<file path="src/rtl/l3_cfg_sequencer_if.sv">
`default_nettype none
// ============================================================================
//  Module      : l3_cfg_sequencer_if
//  Description : Command handshake, status and per-codec L3 line bundle for
//                the L3 configuration sequencer.
//  Revision    : 1.0 - initial release
// ============================================================================
interface l3_cfg_sequencer_if;
  logic       cmd_valid;
  logic       cmd_ready;
  logic [1:0] cmd_codec;
  logic [7:0] cmd_addr;
  logic [7:0] cmd_data;
  logic       busy;
  logic       done;
  logic [3:0] ad_l3md;
  logic [3:0] ad_l3clk;
  logic [3:0] ad_l3data;

  // Command source / line observer side
  modport master (
    output cmd_valid, cmd_codec, cmd_addr, cmd_data,
    input  cmd_ready, busy, done, ad_l3md, ad_l3clk, ad_l3data
  );

  // Sequencer side
  modport slave (
    input  cmd_valid, cmd_codec, cmd_addr, cmd_data,
    output cmd_ready, busy, done, ad_l3md, ad_l3clk, ad_l3data
  );
endinterface
`default_nettype wire

</file>
<file path="src/rtl/l3_cfg_sequencer.sv">
`default_nettype none
// ============================================================================
//  Module      : l3_cfg_sequencer
//  Description : Serialises one L3 address byte and one L3 data byte to one of
//                four codecs. Bits go out LSB first, one bit per L3CLK period
//                (HALF_DIV low then HALF_DIV high), with an L3MODE-high gap of
//                GAP_CYC cycles after each byte. All outputs are registered.
//  Revision    : 1.0 - initial release
// ============================================================================
module l3_cfg_sequencer #(
  parameter int HALF_DIV = 12,
  parameter int GAP_CYC  = 24
) (
  input  logic                clk,
  input  logic                Rst,
  l3_cfg_sequencer_if.slave   bus
);

  localparam int HC_W = (HALF_DIV > 1) ? $clog2(HALF_DIV) : 1;
  localparam int GC_W = (GAP_CYC  > 1) ? $clog2(GAP_CYC)  : 1;
  localparam logic [HC_W-1:0] HC_LAST = HC_W'(HALF_DIV - 1);
  localparam logic [GC_W-1:0] GC_LAST = GC_W'(GAP_CYC - 1);

  typedef enum logic [2:0] {
    ST_IDLE = 3'd0,
    ST_ADDR = 3'd1,
    ST_GAP1 = 3'd2,
    ST_DATA = 3'd3,
    ST_GAP2 = 3'd4
  } state_t;

  state_t          r_state;
  logic [HC_W-1:0] r_half_cnt;
  logic [GC_W-1:0] r_gap_cnt;
  logic [2:0]      r_bit_cnt;
  logic            r_sclk;      // level of L3CLK on the selected codec
  logic [1:0]      r_codec;
  logic [6:0]      r_shift;     // remaining bits of the byte being sent
  logic [7:0]      r_data;
  logic            r_ready;
  logic            r_busy;
  logic            r_done;
  logic [3:0]      r_md;
  logic [3:0]      r_clk;
  logic [3:0]      r_dat;

  logic            w_accept;
  logic [3:0]      w_sel_in;    // one-hot of the incoming codec index
  logic [3:0]      w_sel;       // one-hot of the captured codec index

  assign w_accept = bus.cmd_valid & r_ready;
  assign w_sel_in = 4'b0001 << bus.cmd_codec;
  assign w_sel    = 4'b0001 << r_codec;

  assign bus.cmd_ready = r_ready;
  assign bus.busy      = r_busy;
  assign bus.done      = r_done;
  assign bus.ad_l3md   = r_md;
  assign bus.ad_l3clk  = r_clk;
  assign bus.ad_l3data = r_dat;

  // Transfer FSM: state, counters and every output line updated together
  always_ff @(posedge clk) begin
    if (Rst) begin
      r_state    <= ST_IDLE;
      r_half_cnt <= '0;
      r_gap_cnt  <= '0;
      r_bit_cnt  <= '0;
      r_sclk     <= 1'b1;
      r_codec    <= '0;
      r_shift    <= '0;
      r_data     <= '0;
      r_ready    <= 1'b0;
      r_busy     <= 1'b0;
      r_done     <= 1'b0;
      r_md       <= 4'hF;
      r_clk      <= 4'hF;
      r_dat      <= 4'hF;
    end else begin
      r_done <= 1'b0;
      case (r_state)
        ST_IDLE: begin
          if (w_accept) begin
            // First L3CLK fall and address bit 0 appear right after accept
            r_state    <= ST_ADDR;
            r_ready    <= 1'b0;
            r_busy     <= 1'b1;
            r_codec    <= bus.cmd_codec;
            r_shift    <= bus.cmd_addr[7:1];
            r_data     <= bus.cmd_data;
            r_half_cnt <= '0;
            r_bit_cnt  <= '0;
            r_sclk     <= 1'b0;
            r_md       <= ~w_sel_in;
            r_clk      <= ~w_sel_in;
            r_dat      <= bus.cmd_addr[0] ? 4'hF : ~w_sel_in;
          end else begin
            r_ready <= 1'b1;
            r_busy  <= 1'b0;
          end
        end

        ST_ADDR, ST_DATA: begin
          if (r_half_cnt != HC_LAST) begin
            r_half_cnt <= r_half_cnt + 1'b1;
          end else begin
            r_half_cnt <= '0;
            if (!r_sclk) begin
              r_sclk <= 1'b1;
              r_clk  <= 4'hF;
            end else begin
              // 3-bit counter wraps 7->0 exactly at the byte end
              r_bit_cnt <= r_bit_cnt + 3'd1;
              if (r_bit_cnt == 3'd7) begin
                r_state   <= (r_state == ST_ADDR) ? ST_GAP1 : ST_GAP2;
                r_gap_cnt <= '0;
                r_md      <= 4'hF;
                r_dat     <= 4'hF;
              end else begin
                r_sclk  <= 1'b0;
                r_clk   <= ~w_sel;
                r_dat   <= r_shift[0] ? 4'hF : ~w_sel;
                r_shift <= {1'b0, r_shift[6:1]};
              end
            end
          end
        end

        ST_GAP1, ST_GAP2: begin
          if (r_gap_cnt != GC_LAST) begin
            r_gap_cnt <= r_gap_cnt + 1'b1;
          end else if (r_state == ST_GAP1) begin
            // Data byte keeps L3MODE high; start with a fall and bit 0
            r_state    <= ST_DATA;
            r_half_cnt <= '0;
            r_bit_cnt  <= '0;
            r_sclk     <= 1'b0;
            r_clk      <= ~w_sel;
            r_dat      <= r_data[0] ? 4'hF : ~w_sel;
            r_shift    <= r_data[7:1];
          end else begin
            r_state <= ST_IDLE;
            r_ready <= 1'b1;
            r_busy  <= 1'b0;
            r_done  <= 1'b1;
          end
        end

        default: begin
          r_state <= ST_IDLE;
          r_ready <= 1'b1;
          r_busy  <= 1'b0;
          r_md    <= 4'hF;
          r_clk   <= 4'hF;
          r_dat   <= 4'hF;
        end
      endcase
    end
  end

endmodule
`default_nettype wire

</file>
<file path="src/flat_wrapper.sv">
// flat-port wrapper written by rule: the top's interface ports become plain ports
module l3_cfg_sequencer_flat 
#(
  parameter int HALF_DIV = 12,
  parameter int GAP_CYC  = 24
)
  (clk, Rst, bus_cmd_valid, bus_cmd_codec, bus_cmd_addr, bus_cmd_data, bus_cmd_ready, bus_busy, bus_done, bus_ad_l3md, bus_ad_l3clk, bus_ad_l3data);
  l3_cfg_sequencer_if bus_i ();
  input  logic clk;
  input  logic Rst;
  input wire logic [$bits(bus_i.cmd_valid)-1:0] bus_cmd_valid;
  input wire logic [$bits(bus_i.cmd_codec)-1:0] bus_cmd_codec;
  input wire logic [$bits(bus_i.cmd_addr)-1:0] bus_cmd_addr;
  input wire logic [$bits(bus_i.cmd_data)-1:0] bus_cmd_data;
  output wire logic [$bits(bus_i.cmd_ready)-1:0] bus_cmd_ready;
  output wire logic [$bits(bus_i.busy)-1:0] bus_busy;
  output wire logic [$bits(bus_i.done)-1:0] bus_done;
  output wire logic [$bits(bus_i.ad_l3md)-1:0] bus_ad_l3md;
  output wire logic [$bits(bus_i.ad_l3clk)-1:0] bus_ad_l3clk;
  output wire logic [$bits(bus_i.ad_l3data)-1:0] bus_ad_l3data;
  assign bus_i.cmd_valid = bus_cmd_valid;
  assign bus_i.cmd_codec = bus_cmd_codec;
  assign bus_i.cmd_addr = bus_cmd_addr;
  assign bus_i.cmd_data = bus_cmd_data;
  assign bus_cmd_ready = bus_i.cmd_ready;
  assign bus_busy = bus_i.busy;
  assign bus_done = bus_i.done;
  assign bus_ad_l3md = bus_i.ad_l3md;
  assign bus_ad_l3clk = bus_i.ad_l3clk;
  assign bus_ad_l3data = bus_i.ad_l3data;
  l3_cfg_sequencer #(.HALF_DIV(HALF_DIV), .GAP_CYC(GAP_CYC)) u_core (.clk(clk), .Rst(Rst), .bus(bus_i));
endmodule
</file>
<file path="config.mk">
export PLATFORM = sky130hd
export DESIGN_NAME = l3_cfg_sequencer_flat
export DESIGN_NICKNAME = d
export VERILOG_FILES = /design/src/rtl/l3_cfg_sequencer_if.sv /design/src/rtl/l3_cfg_sequencer.sv /design/src/flat_wrapper.sv
export SDC_FILE = /design/constraint.sdc
export NUM_CORES = 1
export LEC_CHECK = 0
export BUFFER_PORTS_ARGS = -buffer_cell sky130_fd_sc_hd__buf_2
export CAP_MARGIN = 20
export CORE_ASPECT_RATIO = 0.5
export CORE_MARGIN = 10
export CORE_UTILIZATION = 25
export CTS_CLUSTER_SIZE = 8
export DETAILED_ROUTE_END_ITERATION = 8
export GPL_TIMING_DRIVEN = 1
export HOLD_SLACK_MARGIN = 0.02
export MAX_ROUTING_LAYER = met4
export PLACE_DENSITY = 0.49
export SLEW_MARGIN = 20
export SYNTH_ARGS = -nofsm -noshare
export SYNTH_HDL_FRONTEND = slang
export SYNTH_SLANG_ARGS = --single-unit
export TNS_END_PERCENT = 10
</file>
<file path="constraint.sdc">
create_clock -name clk -period 5.65 [get_ports clk]
set_clock_uncertainty 0.2 [all_clocks]
set_input_delay 1.13 -clock clk [delete_from_list [all_inputs] [get_ports clk]]
set_output_delay 1.13 -clock clk [all_outputs]
set_load 0.01 [all_outputs]
</file>
==> results.sh <==
export IMPL_synth_flop_cell="dfxtp_1"
export IMPL_grt_ovfl_total=0
export IMPL_peakVddDrop_v=0.00009927
export IMPL_gp_congestion=0.7677
export IMPL_maxSlewHeadroom=0.3152
export IMPL_place_hpwl_um=5288
export IMPL_io_pins=36
export IMPL_nets=350
export IMPL_ant_nets=0
export IMPL_cts_resized=0
export IMPL_routed_via_count=2343
export IMPL_reg2reg_from="u_core.r_state[0]"
export IMPL_drive_gt1_frac=0.1840
export IMPL_r2r_end="u_core.r_shift[6]"
export IMPL_rsz0062_at_grt="false"
export IMPL_outcome="completed"
export IMPL_cts_buffers=5
export IMPL_routed_via_density=5.028
export IMPL_die_y_um=92.06
export IMPL_drtIter0Drc=124
export IMPL_powerDensity_mw_per_mm2=264.7
export IMPL_start_kind="flop"
export IMPL_cts_tree="yes"
export IMPL_p_leak_nw=1.114
export IMPL_core_mm2=0.01018
export IMPL_cp_max_fo=25
export IMPL_cts_hold_repair_buffers=0
export IMPL_yosys_top_cells_area="dfxtp_1, nand2_1, a21oi_1, mux2i_1, nor2_1"
export IMPL_post_route_min_period_ps=2826
export IMPL_drv_slew=0
export IMPL_netlist_cell_type_count=63
export IMPL_synth_area_leader_cell="dfxtp_1"
export IMPL_grt_max_degree=42
export IMPL_ys_warnings_count=0
export IMPL_rows=26
export IMPL_seq_area_frac_synth=0.3701
export IMPL_tns_ps=0
export IMPL_use_met1=0.1367
export IMPL_routedWlPerCell_um=15.43
export IMPL_first_global_vias=2211
export IMPL_crit_arrival_ps=2800
export IMPL_hp_start="u_core.r_data[7]"
export IMPL_worst_ep_required_time_ps=5620
export IMPL_hold_viol_final=0
export IMPL_drv_cap=0
export IMPL_ys_ff_latch=48
export IMPL_postCtsSetupBuffers=0
export IMPL_synth_edff_count=0
export IMPL_reg2reg_slack_ps=2820
export IMPL_grt_first_pass_wirelength_um=11990
export IMPL_mostFrequentLayoutCells="dfxtp_1, nand2_1, buf_2"
export IMPL_drc=0
export IMPL_worstSetupPathType="reg -> reg"
export IMPL_endpoint_kind="flop"
export IMPL_synth_nets=324
export IMPL_drt_pass1_iter_count=4
export IMPL_synth_area_mm2=0.002596
export IMPL_cts_sinks=48
export IMPL_grt_busiest_layer="met2"
export IMPL_wl_um=7189
export IMPL_holdPathEnd="u_core.r_data[7]"
export IMPL_antenna_cells=0
export IMPL_syn_to_final_growth_pct=15.13
export IMPL_port_buffers=35
export IMPL_synthCells=299
export IMPL_clkTransAtPathRegs_ps=60
export IMPL_hold_path_class="reg -> reg"
export IMPL_h_tree_depth=2
export IMPL_die_w_um=164.1
export IMPL_cts_buffer_depth=2
export IMPL_grt_usage=0.09792
export IMPL_reg2reg_depth=4
export IMPL_worstMarginPinSlew_ps=1023
export IMPL_clkLatencyLatePin_ps=280
export IMPL_setup_viol=0
export IMPL_final_common_cell="dfxtp_1"
export IMPL_start_util=0.2550
export IMPL_max_freq_ghz=0.3539
export IMPL_synth_top_cell_area_share=0.3701
export IMPL_die_area_mm2=0.01511
export IMPL_hold_path_cell_count=2
export IMPL_antenna_found_initial=0
export IMPL_grtUsageMet2=0.1443
export IMPL_root_buffer="clkbuf_16"
export IMPL_synth_avg_cell_area_um2=8.683
export IMPL_final_util=0.2936
export IMPL_grt_use_met3=0.01650
export IMPL_finalCritPeriodShare=0.5001
export IMPL_synthArstFlopShare=0
[per-layer routing]
layer | up-vias | routed length, um | part of all wire
met5 | - | 0 | 0
li1 | 1173 | - | -
met1 | 1143 | 3679 | 0.51
met3 | 2 | 193 | 0.027
met4 | 0 | 36 | 0.0050
met2 | 25 | 3279 | 0.46
[per-stage QoR]
stage / instances / setup slack (ps) / hold WS (ps) / total power, mW / area, um^2
finish: 466 / 2824 / 255.1 / 0.7912 / 2989
CTS: 466 / 2836 / 256.3 / 0.7996 / 2989
detailed placement: 458 / 2710 / 247.5 / 0.4996 / 2840
floorplan: 299 / 3166 / 232.0 / 0.4635 / 2596
global placement: 458 / 2798 / 245.6 / 0.4999 / 2840
global route: 466 / 2608 / 279.5 / 0.8281 / 2989
[layout make-up]
type                       count  area, um^2
fill                        1109        7193
multi-input combinational    230        1506
sequential                    48       960.9
timing repair buffer          36       182.7
tap                          140       175.2
clock buffer                   6       138.9
inverter                       4       15.01
clock inverter                 2       10.01
[synthesized netlist by cell type, types with 5 or more instances]
library cell / n
nor3_1: 6
a21oi_1: 26
nor2b_1: 7
a211oi_1: 6
o21ai_0: 14
nor2_1: 19
clkbuf_1: 5
a31oi_1: 5
nand2b_1: 5
o22ai_1: 8
nand2_1: 40
dfxtp_1: 48
nand3_1: 6
mux2i_1: 10
[registers in the layout, summed over array words and instances, names as in the netlist]
| signal | cells |
|---|---|
| u_core.r_codec | 2 |
| u_core.bus.ad_l3clk | 4 |
| u_core.r_bit_cnt | 3 |
| u_core.r_data | 8 |
| u_core.bus.cmd_ready | 1 |
| u_core.bus.busy | 1 |
| u_core.r_state | 3 |
| u_core.bus.ad_l3data | 4 |
| u_core.r_shift | 7 |
| u_core.r_sclk | 1 |
| u_core.r_gap_cnt | 5 |
| u_core.bus.done | 1 |
| u_core.r_half_cnt | 4 |
| u_core.bus.ad_l3md | 4 |
[power breakdown]
group	switching [mW]	leakage (nW)	internal, mW	total (mW)
logic	0.0726	0.647	0.0469	0.120
clock network	0.125	0.0766	0.175	0.300
registers	0.0160	0.391	0.356	0.372
[cells by family after synthesis]
logic type               share of synthesized area
multiplexers                               0.04289
buffers and inverters                      0.04964
AO/OA/AOI/OAI                               0.2776
adder cells (fa/ha/maj)                    0.01928
flip-flops                                  0.3701
AND/OR/NAND/NOR                             0.2236
XOR/XNOR                                   0.01687
[how the worst max path moves through the flow]
stage          cells past startpoint                      to              start  slack, ps
3_3_place_gp                       5  u_core.bus.ad_l3clk[2]                Rst       2800
5_1_grt                            4     u_core.r_bit_cnt[2]  u_core.r_state[0]       2610
3_5_place_dp                       5  u_core.bus.ad_l3clk[0]                Rst       2710
2_1_floorplan                      4       u_core.r_shift[6]      bus_cmd_valid       3170
6_report                           4       u_core.r_shift[6]  u_core.r_state[0]       2820
4_1_cts                            4       u_core.r_shift[6]  u_core.r_state[0]       2840
[worst max-delay path, stage by stage, from the launching register on]
cell and delay, ps:
dfxtp_1 900, nor2b_1 750, a21oi_4 250, nand4_4 250, mux2_2 350
Note: power is estimated with default switching activity, not from simulation.
